### src/rtl/calc_pkg.sv
// Shared constants for the calculator display path: adder error code, FSM
// state encoding and active-low seven-segment patterns ({g,f,e,d,c,b,a}).
package calc_pkg;

  localparam logic [7:0] ERR_CODE = 8'hFF;

  typedef logic [0:0] state_t;
  localparam state_t ST_IDLE  = 1'b0;
  localparam state_t ST_SHIFT = 1'b1;

  localparam logic [6:0] SEG_BLANK = 7'h7F;
  localparam logic [6:0] SEG_E     = 7'b0000110;
  localparam logic [6:0] SEG_R     = 7'b0101111;

  // Digit table; codes above 9 cannot occur from a valid BCD digit and show blank.
  function automatic logic [6:0] seg_digit(input logic [3:0] d);
    logic [6:0] s;
    case (d)
      4'd0:    s = 7'b1000000;
      4'd1:    s = 7'b1111001;
      4'd2:    s = 7'b0100100;
      4'd3:    s = 7'b0110000;
      4'd4:    s = 7'b0011001;
      4'd5:    s = 7'b0010010;
      4'd6:    s = 7'b0000010;
      4'd7:    s = 7'b1111000;
      4'd8:    s = 7'b0000000;
      4'd9:    s = 7'b0010000;
      default: s = SEG_BLANK;
    endcase
    return s;
  endfunction

endpackage

### src/rtl/seg7_decoder.sv
// Single BCD digit to active-low seven-segment pattern, with a blank override
// used for leading-zero suppression.
module seg7_decoder
  import calc_pkg::*;
(
  input  logic [3:0] i_digit,
  input  logic       i_blank,
  output logic [6:0] o_seg
);

  assign o_seg = i_blank ? SEG_BLANK : seg_digit(i_digit);

endmodule

### src/rtl/result_bcd_display.sv
// Sequential shift-add-3 binary-to-BCD converter for the adder result, with
// error flagging. Optional seven-segment outputs are built when SEVEN_SEG_EN is defined.
//
// state  | meaning
// IDLE   | waiting for start; outputs hold last result
// SHIFT  | one add-3/shift step per cycle, WIDTH steps total
module result_bcd_display
  import calc_pkg::*;
#(
  parameter int               WIDTH    = 8,
  parameter logic [WIDTH-1:0] ERR_CODE = calc_pkg::ERR_CODE
) (
  input  logic             clk,
  input  logic             rst,
  input  logic             start,
  input  logic [WIDTH-1:0] value,
  output logic             busy,
  output logic             done,
  output logic             err,
  output logic [3:0]       bcd_hundreds,
  output logic [3:0]       bcd_tens,
  output logic [3:0]       bcd_ones
`ifdef SEVEN_SEG_EN
  ,
  output logic [6:0]       seg_hundreds,
  output logic [6:0]       seg_tens,
  output logic [6:0]       seg_ones
`endif
);

  localparam int SR_W = WIDTH + 12;

  state_t            r_state;
  logic [SR_W-1:0]   r_sr;
  logic [2:0]        r_cnt;
  logic              r_err_cap;
  logic              r_done;
  logic              r_err;
  logic [3:0]        r_bcd_h;
  logic [3:0]        r_bcd_t;
  logic [3:0]        r_bcd_o;

  logic [SR_W-1:0]   w_sr_adj;
  logic [SR_W-1:0]   w_sr_next;
  logic [3:0]        w_nxt_h;
  logic [3:0]        w_nxt_t;
  logic [3:0]        w_nxt_o;

  always_comb begin
    w_sr_adj = r_sr;
    for (int k = 0; k < 3; k++) begin
      if (r_sr[WIDTH + 4*k +: 4] >= 4'd5)
        w_sr_adj[WIDTH + 4*k +: 4] = r_sr[WIDTH + 4*k +: 4] + 4'd3;
    end
    w_sr_next = {w_sr_adj[SR_W-2:0], 1'b0};
  end

  assign w_nxt_h = w_sr_next[WIDTH+8 +: 4];
  assign w_nxt_t = w_sr_next[WIDTH+4 +: 4];
  assign w_nxt_o = w_sr_next[WIDTH   +: 4];

`ifdef SEVEN_SEG_EN
  logic [6:0] w_seg_h;
  logic [6:0] w_seg_t;
  logic [6:0] w_seg_o;
  logic [6:0] r_seg_h;
  logic [6:0] r_seg_t;
  logic [6:0] r_seg_o;
  logic       w_blank_h;
  logic       w_blank_t;

  assign w_blank_h = (w_nxt_h == 4'd0);
  assign w_blank_t = w_blank_h && (w_nxt_t == 4'd0);

  seg7_decoder u_dec_h (.i_digit(w_nxt_h), .i_blank(w_blank_h), .o_seg(w_seg_h));
  seg7_decoder u_dec_t (.i_digit(w_nxt_t), .i_blank(w_blank_t), .o_seg(w_seg_t));
  seg7_decoder u_dec_o (.i_digit(w_nxt_o), .i_blank(1'b0),      .o_seg(w_seg_o));

  // Error override sits after the decoders so E,r,r wins over the converted digits.
  always_ff @(posedge clk) begin
    if (rst) begin
      r_seg_h <= SEG_BLANK;
      r_seg_t <= SEG_BLANK;
      r_seg_o <= SEG_BLANK;
    end else if (r_state == ST_SHIFT && r_cnt == 3'(WIDTH-1)) begin
      r_seg_h <= r_err_cap ? SEG_E : w_seg_h;
      r_seg_t <= r_err_cap ? SEG_R : w_seg_t;
      r_seg_o <= r_err_cap ? SEG_R : w_seg_o;
    end
  end

  assign seg_hundreds = r_seg_h;
  assign seg_tens     = r_seg_t;
  assign seg_ones     = r_seg_o;
`endif

  always_ff @(posedge clk) begin
    if (rst) begin
      r_state   <= ST_IDLE;
      r_sr      <= '0;
      r_cnt     <= '0;
      r_err_cap <= 1'b0;
      r_done    <= 1'b0;
      r_err     <= 1'b0;
      r_bcd_h   <= '0;
      r_bcd_t   <= '0;
      r_bcd_o   <= '0;
    end else begin
      r_done <= 1'b0;
      case (r_state)
        ST_IDLE: begin
          if (start) begin
            r_sr      <= {12'b0, value};
            r_cnt     <= '0;
            r_err_cap <= (value == ERR_CODE);
            r_state   <= ST_SHIFT;
          end
        end
        ST_SHIFT: begin
          r_sr  <= w_sr_next;
          r_cnt <= r_cnt + 3'd1;
          if (r_cnt == 3'(WIDTH-1)) begin
            r_bcd_h <= w_nxt_h;
            r_bcd_t <= w_nxt_t;
            r_bcd_o <= w_nxt_o;
            r_err   <= r_err_cap;
            r_done  <= 1'b1;
            r_state <= ST_IDLE;
          end
        end
        default: r_state <= ST_IDLE;
      endcase
    end
  end

  assign busy         = (r_state == ST_SHIFT);
  assign done         = r_done;
  assign err          = r_err;
  assign bcd_hundreds = r_bcd_h;
  assign bcd_tens     = r_bcd_t;
  assign bcd_ones     = r_bcd_o;

endmodule

### config.mk
export PLATFORM = sky130hd
export DESIGN_NAME = result_bcd_display
export DESIGN_NICKNAME = d
export VERILOG_FILES = /design/src/rtl/calc_pkg.sv /design/src/rtl/seg7_decoder.sv /design/src/rtl/result_bcd_display.sv
export SDC_FILE = /design/constraint.sdc
export NUM_CORES = 1
export LEC_CHECK = 0
export CAP_MARGIN = 40
export CORE_ASPECT_RATIO = 1.5
export CORE_MARGIN = 8
export CORE_UTILIZATION = 30
export DETAILED_ROUTE_END_ITERATION = 10
export SLEW_MARGIN = 10
export SYNTH_ARGS = -nofsm -noshare
export SYNTH_HDL_FRONTEND = slang
export SYNTH_SLANG_ARGS = --single-unit
### constraint.sdc
create_clock -name clk -period 2.1 [get_ports clk]
set_clock_uncertainty 0.1 [all_clocks]
set_input_delay 0.21 -clock clk [delete_from_list [all_inputs] [get_ports clk]]
set_output_delay 0.21 -clock clk [all_outputs]
set_load 0.02 [all_outputs]
==> impl_metrics.yaml, run 1 <==
routing:
  first_pass_iters: 6
  wl_mm: 3.72
  drt_iter0_markers: 47
  num_vias: 1402
  wl_per_cell_um: 12.7
  vias_per_cell: 4.78
  ant_nets: 0
  drc: 0
hold_path:
  whs_endpoint: "bcd_hundreds[1]"
  min_path_cells: 2
  hold_path.startpoint: "bcd_hundreds[1]"
  hp-class: "reg -> reg"
timing:
  tightestPinTransition_ns: 0.473
  grt_setup_unrepaired: "false"
  relSlewSlack_pct: 68.4
  post-route-period-util_pct: 84.0
  min_period_ns: 1.76
  hold_viol_final: 0
  maxSlewViolCount: 0
  fmax_ghz: 0.567
  tns_ns: 0
  finalSetupViolCount: 0
global_route:
  antenna_found_initial: 0
  gr-usage-met2_pct: 15.3
  grt_start_max_net_pins: 28
  met3_usage_pct: 2.72
  busiest_layer: "met2"
  grt-ovfl-total: 0
  grt_pass1_vias: 1346
  grt_pass1_wl_mm: 6.11
  use_met1_pct: 9.97
  track_usage_pct: 8.85
logic_synthesis:
  yosys-mux-area-fraction_pct: 7.56
  synthCells: 190
  synth_top_area_share_pct: 44.9
  synth_nets: 209
  synth-seq-area-share_pct: 44.9
  synth_area_leaders: "dfxtp_1 (45%), mux2i_1 (6.9%), a21oi_1 (5.8%), ha_1 (5.8%), nor2_1 (4.5%)"
  synth_xor_xnor_area_share_pct: 1.51
  netlist_area_um2: 1740
  yosys.area_share.simple_pct: 17.2
  synth_adder_area_share_pct: 5.76
  yosysUniqueCellTypes: 29
  synth_largest_area_cell: "dfxtp_1"
  synth_top_family_by_area: "compound AO/OA/AOI/OAI gates"
  ys_warn_count: 0
  synth_compound_area_share_pct: 17.3
  avgSynthCellArea_um2: 9.15
  synth_seq_cells: 39
clocking:
  numClockSinks: 39
  cts_resized: 0
  clock_path_buffers: 2
  htreeDepth: 2
  clock_latency_ns: 0.28
  cts_tree: "yes"
  post_cts_buffers: 0
  cts_buffers: 5
  cts_hold_buf: 0
  cts_root_buf: "clkbuf_8"
  path_clk_slew_ns: 0.07
final_layout:
  area.growth.synth_to_final_pct: 23.8
  n_antenna_cell: 0
  drive_above_1_share_pct: 8.14
  finalNetCount: 239
power:
  power.internal_mw: 1.04
  p_sw_share_pct: 23.1
  clkPwrFrac_pct: 35.0
  peakVddDrop_uv: 321
  switchingPower_uw: 311
  seq_power_share_pct: 56.6
  power_density_nw_per_um2: 626
  pwr-share-comb_pct: 8.4
  total_power_mw: 1.35
  power.leakage_nw: 0.804
die:
  ios: 26
  die_y_um: 109
  core_area_um2: 5700
  die_w_um: 78.1
  rows: 34
  die_area_um2: 8540
  initial_core_util_pct: 30.5
setup_path:
  r2r_start: "busy"
  critical-path-max-stage-delay_ns: 0.67
  worstPathMaxFanout: 8
  r2r-end: "r_sr[9]"
  rrSetupSlack_ns: 0.47
  crit_buf_inv: 1
  path_class: "reg -> out"
  crit_required_ns: 1.79
  path_delay_family: "buffers and inverters"
  worstRegToRegCells: 4
  critPathSlowestCell: "clkdlybuf4s50_1"
  arrival_ns: 1.45
  crit_chain: "clkdlybuf4s50_1"
  crit_path_end_kind: "primary output"
  start_kind: "register"
status:
  status: "finished clean"
place:
  io_buffers: 25
  gp_congestion: 0.785
  dp_hpwl_mm: 2.84
run:
  drv_cap: 0
==> cells by family after synthesis <==
group,after synthesis
buf+inv,18
xor+xnor,3
flops,39
mux,13
fa+ha+maj,8
simple gates,60
compound gates,49
==> cells in the mapped netlist <==
cell type	count
dfxtp_1	39
nor2_1	21
a21oi_1	20
o21ai_1	15
mux2i_1	12
ha_1	8
nand2_1	8
nor3_1	8
nor3b_1	7
a22o_1	6
inv_1	6
buf_4	5
nand2b_1	5
nand3_1	5
a32o_1	4
buf_2	4
xnor2_1	3
a21o_1	2
nand4_1	2
a21oi_2	1
buf_6	1
clkinv_2	1
inv_2	1
mux2_1	1
nor2_2	1
nor2b_1	1
o41ai_1	1
or2_1	1
or4b_1	1
==> layer usage <==
layer	vias to the layer above	share of wire (%)
met4	0	0.51
li1	728	-
met3	2	4.5
met5	-	0
met2	28	49
met1	644	46
==> cells in the final DEF (no fill, tap or decap), drive strengths merged <==
| cell type | instances |
|---|---|
| buf | 8 |
| a22o | 6 |
| or2 | 1 |
| dfxtp | 39 |
| inv | 7 |
| clkdlybuf4s50 | 25 |
| mux2 | 1 |
| nand2b | 5 |
| xnor2 | 3 |
| nand3 | 5 |
| nand4 | 2 |
| nand2 | 8 |
| nor3 | 8 |
| o41ai | 1 |
| a21oi | 21 |
| or4b | 1 |
| nor2b | 1 |
| mux2i | 12 |
| ha | 8 |
| nor2 | 22 |
| clkinv | 2 |
| nor3b | 7 |
| o21ai | 15 |
| a32o | 4 |
| clkbuf | 7 |
| a21o | 2 |
==> power groups by stage <==
stage	Clock, mW	Combinational [mW]	Sequential, mW
5_1_grt	0.527	0.127	0.764
4_1_cts	0.495	0.115	0.763
3_3_place_gp	0	0.113	0.780
2_1_floorplan	0	0.0715	0.778
3_5_place_dp	0	0.114	0.780
6_report	0.471	0.113	0.763
==> state kept, by name (all words and copies together) (netlist names) <==
signal / cells
bcd_ones: 4
bcd_hundreds: 4
err: 1
r_sr: 20
r_err_cap: 1
bcd_tens: 4
busy: 1
done: 1
r_cnt: 3
==> metrics by stage <==
stage / cell area, µm² / instances / worst slack (ns) / hold slack [ns] / utilization [%]
2_1_floorplan: 1740 / 190 / 0.570 / 0.283 / -
3_3_place_gp: 2070 / 285 / 0.471 / 0.336 / 36.3
3_5_place_dp: 2070 / 285 / 0.472 / 0.341 / 36.3
4_1_cts: 2150 / 293 / 0.314 / 0.352 / 37.7
5_1_grt: 2150 / 293 / 0.283 / 0.364 / 37.7
6_report: 2150 / 293 / 0.337 / 0.346 / 37.7
==> area by class of cell <==
| cell class | instances | area [µm²] |
|---|---|---|
| Tap cell | 72 | 90.1 |
| Sequential cell | 39 | 781 |
| Clock inverter | 1 | 5.00 |
| Clock buffer | 7 | 76.3 |
| Fill cell | 594 | 3550 |
| Timing Repair Buffer | 33 | 310 |
| Multi-Input combinational cell | 133 | 857 |
| Inverter | 8 | 31.3 |
==> worst max path at each step <==
stage                      end  startpoint  depth (start not counted)  slack (ns)
5_1_grt                   busy        busy                          1        0.28
6_report                  busy        busy                          1        0.34
2_1_floorplan  bcd_hundreds[2]    r_sr[16]                          6        0.57
3_5_place_dp   bcd_hundreds[2]    r_sr[16]                          6        0.47
4_1_cts                   busy        busy                          1        0.31
3_3_place_gp           r_sr[9]         rst                          3        0.47
Note: power is estimated with default switching activity, not from simulation.
==> run 2, diff against run 1 <==
==> constraint.sdc (replaced) <==
create_clock -name clk -period 1.45 [get_ports clk]
set_clock_uncertainty 0.1 [all_clocks]
set_input_delay 0.145 -clock clk [delete_from_list [all_inputs] [get_ports clk]]
set_output_delay 0.145 -clock clk [all_outputs]
set_load 0.02 [all_outputs]
==> impl_metrics.yaml, run 2 (synthesized netlist as in run 1, its figures left out) <==
power:
  power.leakage_nw: 1.02
  power_density_nw_per_um2: 907
  peakVddDrop_uv: 559
timing:
  fin_ws_ns: -0.00488
  finalSetupViolCount: 1
  tightestPinTransition_ns: 0.264
  post-route-period-util_pct: 100
  min_period_ns: 1.45
  fin_hold_ws_ns: 0.344
  maxSlewViolCount: 0
  hold_viol_final: 0
  grt_setup_unrepaired: "true"
  fmax_ghz: 0.687
  relSlewSlack_pct: 82.4
routing:
  ant_nets: 0
  wl_mm: 3.88
  vias_per_cell: 4.77
  first_pass_iters: 4
  drt_iter0_markers: 65
  wl_per_cell_um: 12.5
  drc: 0
  num_vias: 1482
status:
  violations: "setup timing"
  status: "complete, but fails checks"
final_layout:
  regMostFlops: "r_sr"
  final_cell_mix: "dfxtp_1 (30), buf_4 (24), nor2_1 (20), a21oi_1 (18), dlygate4sd2_1 (15)"
  final_common_cell: "dfxtp_1"
  regArea_um2: 792
  largest_register_ffs: 20
  multi_input_area_um2: 987
  final_area_um2: 2450
  drive_above_1_share_pct: 30.5
  finalNetCount: 257
  fill_cells: 598
  n_antenna_cell: 0
  area.growth.synth_to_final_pct: 41.3
clocking:
  htreeDepth: 2
  clock_latency_ns: 0.29
  cts_buffers: 5
  cts_root_buf: "clkbuf_8"
  numClockSinks: 39
  clock_path_buffers: 2
  path_clk_slew_ns: 0.07
  cts_tree: "yes"
global_route:
  grt_start_max_net_pins: 14
  track_usage_pct: 9.45
  grt-ovfl-total: 0
  grt_pass1_wl_mm: 6.58
  grt_pass1_vias: 1458
  antenna_found_initial: 0
setup_path:
  start_kind: "register"
  arrival_ns: 1.58
  worstPathMaxFanout: 3
  crit_required_ns: 1.57
  crit_path_end_kind: "register"
  path_class: "reg -> reg"
die:
  die_y_um: 109
  rows: 34
  initial_core_util_pct: 30.5
  die_w_um: 78.1
  ios: 26
  die_area_um2: 8540
  core_area_um2: 5700
place:
  io_buffers: 25
  gp_congestion: 0.759
  place_area_um2: 2220
  dp_hpwl_mm: 2.94
hold_path:
  hp-class: "reg -> reg"
run:
  drv_cap: 0
==> run 2: per-stage QoR <==
stage	setup WS, ns	instances	TNS, ns	util [%]	power, mW
CTS	-0.00583	310	-0.00583	41.7	2.24
floorplan	0.00291	190	0	-	1.23
finish	-0.00488	311	-0.00488	43.1	2.23
global route	-0.0699	311	-0.357	43.1	2.31
global placement	-0.0657	302	-0.627	39.0	1.31
detailed placement	-0.0739	302	-0.716	39.0	1.31
==> run 2: layer usage <==
layer / GRT usage [%] / share of wire, % / vias to the layer above
met5: 0 / 0 / -
met4: 3.86 / 2.1 / 0
met3: 3.30 / 4.6 / 8
met2: 15.9 / 50 / 29
met1: 10.6 / 43 / 678
li1: - / - / 767
==> run 2: path summary, 6_finish.rpt <==
| kind | startpoint | cells past startpoint | end | slack [ns] |
|---|---|---|---|---|
| setup reg to reg | r_sr[17] | 6 | bcd_hundreds[2] | -0.005 |
| setup / recovery | r_sr[17] | 6 | bcd_hundreds[2] | -0.005 |
| hold reg to reg | bcd_hundreds[2] | 2 | bcd_hundreds[2] | 0.34 |
| hold / removal | bcd_hundreds[2] | 2 | bcd_hundreds[2] | 0.34 |
==> run 2: repair_timing <==
action	CTS	global route
setup endpoints to repair	33	20
gates resized for setup	33	20
hold buffers	0	0
pin swaps	8	3
gates cloned	0	0
setup buffers	0	1
==> run 2: worst max-delay path, cell delays in order (launching register included) <==
cell	delay [ns]
dfxtp_2	0.34
inv_4	0.05
ha_4	0.14
nand2b_4	0.14
a21oi_4	0.16
mux2_4	0.34
o21ai_1	0.12
==> run 2: area by class of cell <==
class,count,area share (%)
Timing Repair Buffer,51,17.7
Clock buffer,6,3.36
Inverter,8,1.38
Clock inverter,2,1.43
Sequential cell,39,32.3
Tap cell,72,3.67
Multi-Input combinational cell,133,40.2
==> run 2: power breakdown <==
part           total [mW]  internal [mW]  switching [mW]
Sequential           1.10           1.09          0.0144
Combinational       0.185         0.0887          0.0964
Clock               0.936          0.557           0.379
Total                2.23           1.74           0.490
